<file path="config.mk">
export PLATFORM = sky130hd
export DESIGN_NAME = elastic_mem_responder
export DESIGN_NICKNAME = d
export VERILOG_FILES = /design/src/rtl/elastic_mem_responder.sv
export SDC_FILE = /design/constraint.sdc
export NUM_CORES = 2
export LEC_CHECK = 0
export BUFFER_PORTS_ARGS = -buffer_cell sky130_fd_sc_hd__buf_4
export CAP_MARGIN = 25
export CORE_MARGIN = 2
export CORE_UTILIZATION = 45
export DETAILED_ROUTE_END_ITERATION = 10
export GPL_TIMING_DRIVEN = 0
export PLACE_DENSITY = 0.73
export REMOVE_ABC_BUFFERS = 1
export SLEW_MARGIN = 5
export SYNTH_ARGS = -nofsm -noshare
export SYNTH_HDL_FRONTEND = slang
export SYNTH_SLANG_ARGS = --single-unit
</file>
<file path="constraint.sdc">
create_clock -name clk -period 2.8 [get_ports clk]
set_clock_uncertainty 0.05 [all_clocks]
set_input_delay 0.28 -clock clk [delete_from_list [all_inputs] [get_ports clk]]
set_output_delay 0.28 -clock clk [all_outputs]
set_load 0.005 [all_outputs]
</file>
<file path="src/rtl/elastic_mem_responder.sv">
// elastic_mem_responder: single-port RAM behind a valid/stop request channel.
// Each accepted request yields one response token, queued in a 2-entry FIFO
// (main = head, aux = second) that drives the valid/stop response channel.
module elastic_mem_responder #(
    parameter int WIDTH   = 8,
    parameter int ADRBITS = 8
) (
    input  logic               clk,
    input  logic               reset,
    input  logic [ADRBITS-1:0] adr,
    input  logic [WIDTH-1:0]   writedata,
    input  logic               memread,
    input  logic               memwrite,
    input  logic               VY,
    output logic               SY,
    output logic [WIDTH-1:0]   memdata,
    output logic               VX,
    input  logic               SX
);

    localparam int DEPTH = 1 << ADRBITS;

    logic [WIDTH-1:0] ram_q [0:DEPTH-1];

    logic [1:0]       count_q, count_d;
    logic [WIDTH-1:0] main_q, main_d;
    logic [WIDTH-1:0] aux_q, aux_d;

    logic             accept;
    logic             pop;
    logic [WIDTH-1:0] rdata;

    // Stop and valid are decoded purely from the registered occupancy.
    assign SY      = (count_q == 2'd2);
    assign VX      = (count_q != 2'd0);
    assign memdata = VX ? main_q : '0;

    // Reset blocks acceptance so neither a write nor a response can sneak in.
    assign accept = VY && !SY && !reset;
    assign pop    = VX && !SX;

    // Read data is taken before the edge, so a read+write returns the old word.
    assign rdata  = memread ? ram_q[adr] : '0;

    // FIFO next-state: append at the tail, advance head on a response transfer.
    always_comb begin
        count_d = count_q;
        main_d  = main_q;
        aux_d   = aux_q;
        case ({accept, pop})
            2'b10: begin
                count_d = count_q + 2'd1;
                if (count_q == 2'd0) main_d = rdata;
                else                 aux_d  = rdata;
            end
            2'b01: begin
                count_d = count_q - 2'd1;
                main_d  = aux_q;
            end
            2'b11: begin
                // Only reachable at count=1 (accept needs count<2): the head
                // leaves and the new entry becomes the head.
                main_d = rdata;
            end
            default: ;
        endcase
    end

    // FIFO state registers; reset discards any pending responses.
    always_ff @(posedge clk) begin
        if (reset) begin
            count_q <= 2'd0;
            main_q  <= '0;
            aux_q   <= '0;
        end else begin
            count_q <= count_d;
            main_q  <= main_d;
            aux_q   <= aux_d;
        end
    end

    // RAM write port; contents survive reset.
    always_ff @(posedge clk) begin
        if (accept && memwrite) ram_q[adr] <= writedata;
    end

endmodule

</file>
==> results.md <==
- The startpoint identified for the worst hold timing path is writedata[3].
- The post-synthesis average cell area is 19.73 um2.
- STA classifies the critical path endpoint as a flip-flop.
- The top cell type by total area after synthesis is sky130_fd_sc_hd__edfxtp_1.
- Row generation in the floorplan step produced 155 rows.
- The number of buffer and inverter instances along the worst setup path is 4.
- The signal on the critical path passes through buf_8, buf_16, buf_16, buf_16, mux4_2, a22oi_1, o21ai_0, o21ai_0, a31oi_1, a211o_1.
- The maximum buffer depth of the clock tree is 3.
- The fmax is 345.7 MHz.
- The netlist uses 61 different library cells.
- Detailed placement finished with a half-perimeter wire length of 114,100 um.
- At the end of the flow the core is filled with cells to 0.5292.
- The met3 global-route usage is 0.04545.
- The clock-pin slew on the worst setup and hold paths is 0.06 ns.
- 32 I/O pins were placed.
- The final cycle utilization of the critical path is 1.033.
- Synthesis inferred 2,066 register bits.
- The total cell area at the placement stage is 83,960 um2.
- The count of synthesis-stage warnings from yosys is 0.
- The clock root buffer master is sky130_fd_sc_hd__clkbuf_16.
- For this run, asynchronously set or reset flops after synthesis account for 0.
- In the final layout, the share of cells above drive strength 1 is 0.2701.
- The floorplan step set the die width to 427.4 um.
- The number of flops mapped to enable cells by yosys is 2,048.
- For this run, design rule violations remaining after detail routing come to 0.
- The placeable core area is 178,200 um2.
- The final layout contains 4,275 nets.
- The min-delay analysis places its worst path in the category input pin to flip-flop.
- Setup repair after global routing could not meet its margin everywhere.
- For this run, global-route usage on met2 was measured as 0.3567.
- In the post-route analysis, the smallest setup slack over all paths is -0.09276 ns.
- The number of DRC markers in iteration 0 is 5,849.
- The worst slew slack as a fraction of its limit is 0.2508.
- The most frequently used flop master after synthesis is sky130_fd_sc_hd__edfxtp_1.
- The flow ran to the end, but the final reports show violations.
- The H-tree was split into 4 levels.
- The top cell family by delay on the critical path is compound AO/OA/AOI/OAI gates.
- The met1 usage in global routing is 0.2923.
- The start-to-end type of the worst setup path is input pin to flip-flop.
- The checks that failed: setup timing.
- The number of hold violations in the final report was 0.
- For this run the aggregate overflow at the end of global routing stands at 0.
- The routed design could run at a clock period as short as 2.893 ns.
- The share of synthesized area occupied by flip-flops and latches is 0.7669.
- For the worst-skew pair, the clock arrives at the later sink with an insertion delay of 0.84 ns.
- By area the synthesized netlist is led by sky130_fd_sc_hd__edfxtp_1 76%, sky130_fd_sc_hd__mux4_2 10%, sky130_fd_sc_hd__mux2i_1 3.8%.
- For this run, the slowest stage of the critical path takes 0.56 ns.
- The data required time of the critical path is 3.48 ns.
- The routed length per instance is 30.31 um.
- Compared with the post-synthesis result, the final layout area differs by 16.92%.
- The startpoint identified for the worst register-to-register timing path is ram_q[236][6]$_DFFE_PP_.
- The number of diodes added for antenna fixing is 0.
- The fraction of post-synthesis cell area in the top cell type by area is 0.7624.
- For the worst setup path, the data arrival time is 3.57 ns.
- Synthesis handed over a netlist of 4,089 instances.
- The startpoint of the worst setup timing path is adr[0].
- Wires add up to 204,900 um.
- The TritonCTS clock tree is yes.
- The global-route usage over all layers is 0.2215.
- The transition at the pin with the smallest max-transition slack is 1.120 ns.
- The count of buffers added on input and output ports is 31.
- The count of endpoints failing setup in the final report is 3.
- The number of routed nets with antenna violations is 0.
- The die area is 182,700 um2.
- The combined area of all synthesized cells is 80,660 um2.
- The highest-delay cell along the critical path is sky130_fd_sc_hd__a22oi_1.
- The first global-routing pass estimated 291,800 um of wire.
- The vias per cell is 6.243.
- The leading cell type by number of instances after synthesis is sky130_fd_sc_hd__edfxtp_1.
- The floorplan step set the die height to 427.4 um.
- The via count of the first global-routing pass is 42,002.
- The largest fanout on the critical path is 19.
- The number of max-capacitance violations reported is 0.
- The layer flagged by global routing as most heavily used is met2.
- For this design the static power due to leakage is 29.50 nW.
- In this design, the critical path's most frequently occurring cell is sky130_fd_sc_hd__buf_16.
- Entering global routing, the biggest net connects 158 pins.
- The post-route cell area is 94,320 um2.
- Summing over every cut layer, the via total after detailed routing is 42,201.
- The max-slew violation count came to 0.
- The number of antenna violations at the first check in global routing came to 5.
- The worst-case IR drop observed on VDD is 0.0006946 V.
- OpenSTA, run right after detailed placement, puts the worst setup slack at -2.091 ns.
- The worst setup path is launched from an input pin.
- Summing internal, switching and leakage power gives 63.16 mW.
- The power density of the placed cells is 669.6 nW/um2.
- The total number of clock tree sinks is 2,066.
- For this configuration, the core starts out at a cell density of 0.4526.
- The first detailed-routing pass ran for 6 iterations.
- The number of buffers added by the clock tree synthesis step is 189.
- The commonest cells after synthesis are 2,048 x sky130_fd_sc_hd__edfxtp_1, 367 x sky130_fd_sc_hd__mux4_2, 308 x sky130_fd_sc_hd__mux2i_1.
- The routability congestion estimate from global placement is 0.8644.
- The filler cell count is 13,060.
## path summary, 6_finish.rpt
kind,end,slack [ns],cells after the start
worst max-delay path,main_q[6]$_SDFFE_PP0P_,-0.09,10
worst min-delay path,ram_q[244][3]$_DFFE_PP_,0.03,2
worst max register to register,main_q[6]$_SDFFE_PP0P_,-0.09,6
worst min register to register,aux_q[0]$_SDFFE_PP0P_,0.41,2
## state kept, by name, indices dropped and copies added (netlist names)
signal,count
aux_q,8
main_q,8
ram_q,2048
count_q,2
## cell families after synthesis
group	count (synthesis)	share of synthesized area
compound gates	368	0.03341
simple gates	712	0.04107
xor+xnor	2	0.0002172
fa+ha+maj	2	0.0003102
flops	2066	0.7669
mux	677	0.1410
buf+inv	262	0.01714
## layout by cell type (no fill, tap or decap), types with 8 or more instances in the layout
cell type                          n
sky130_fd_sc_hd__nor4_1            8
sky130_fd_sc_hd__buf_12           49
sky130_fd_sc_hd__a22oi_1         121
sky130_fd_sc_hd__mux2i_1         307
sky130_fd_sc_hd__nor2_1           20
sky130_fd_sc_hd__o2111ai_1        13
sky130_fd_sc_hd__clkinv_1         51
sky130_fd_sc_hd__clkinv_2         28
sky130_fd_sc_hd__edfxtp_1       2048
sky130_fd_sc_hd__bufbuf_16        14
sky130_fd_sc_hd__a22o_1           38
sky130_fd_sc_hd__a41oi_1           8
sky130_fd_sc_hd__a221oi_1         11
sky130_fd_sc_hd__a211oi_1         26
sky130_fd_sc_hd__bufinv_16        16
sky130_fd_sc_hd__buf_4            84
sky130_fd_sc_hd__dfxtp_1          18
sky130_fd_sc_hd__nand2_1          94
sky130_fd_sc_hd__a21oi_1          30
sky130_fd_sc_hd__nor2_4          231
sky130_fd_sc_hd__nor2_2           32
sky130_fd_sc_hd__o22ai_1          48
sky130_fd_sc_hd__nand4_1          39
sky130_fd_sc_hd__nor3_1           14
sky130_fd_sc_hd__o21ai_0          20
sky130_fd_sc_hd__nand3_1         151
sky130_fd_sc_hd__clkbuf_1         43
sky130_fd_sc_hd__nand2_4          22
sky130_fd_sc_hd__dlygate4sd3_1    10
sky130_fd_sc_hd__clkbuf_16       196
sky130_fd_sc_hd__buf_8            15
sky130_fd_sc_hd__buf_16           39
sky130_fd_sc_hd__mux4_2          367
sky130_fd_sc_hd__and2_1            9
## where the power goes
group          leakage (nW)  switching (mW)  total [mW]  internal [mW]
registers              18.5          0.0934        34.1           34.0
clock network          2.92            11.2        25.4           14.1
logic                  8.03            2.37        3.67           1.30
## worst reg2reg max path, stage by stage (launching register included)
cell and delay, ns:
sky130_fd_sc_hd__edfxtp_1 0.37, sky130_fd_sc_hd__mux4_2 0.46, sky130_fd_sc_hd__a22oi_1 0.56, sky130_fd_sc_hd__o21ai_0 0.52
sky130_fd_sc_hd__o21ai_0 0.43, sky130_fd_sc_hd__a31oi_1 0.14, sky130_fd_sc_hd__a211o_1 0.28
## cell type report
cell class	instances	area, um2	area share
Clock inverter	109	1003	0.01064
Inverter	7	38.79	0.0004112
Clock buffer	236	4991	0.05292
Timing Repair Buffer	223	3605	0.03822
Multi-Input combinational cell	1764	19870	0.2107
Tap cell	2355	2947	0.03124
Sequential cell	2066	61860	0.6559
## layer usage
metal	share of wire	up-vias
met5	0.000078	-
met2	0.49	2580
li1	-	17266
met3	0.097	443
met1	0.37	21910
met4	0.044	2
## per-stage QoR
stage | cells | hold WS (ns) | setup TNS, ns
floorplan | 3834 | 0.2991 | -9.726
global placement | 6220 | 0.3932 | -
detailed placement | 6277 | 0.3915 | -2945.17
CTS | 6748 | 0.02469 | -1.747
global route | 6760 | 0.05948 | -0.8943
finish | 6760 | 0.03362 | -0.1891
## timing repair
action | CTS | global route
gates cloned | 17 | 5
endpoints found under the hold margin | 322 | 0
gates resized for setup | 539 | 51
buffers inserted | 99 | 6
hold buffers | 10 | 0
endpoints found under the setup margin | 2064 | 622
pin swaps | 62 | 10
Power figures use the tool's default switching activity.
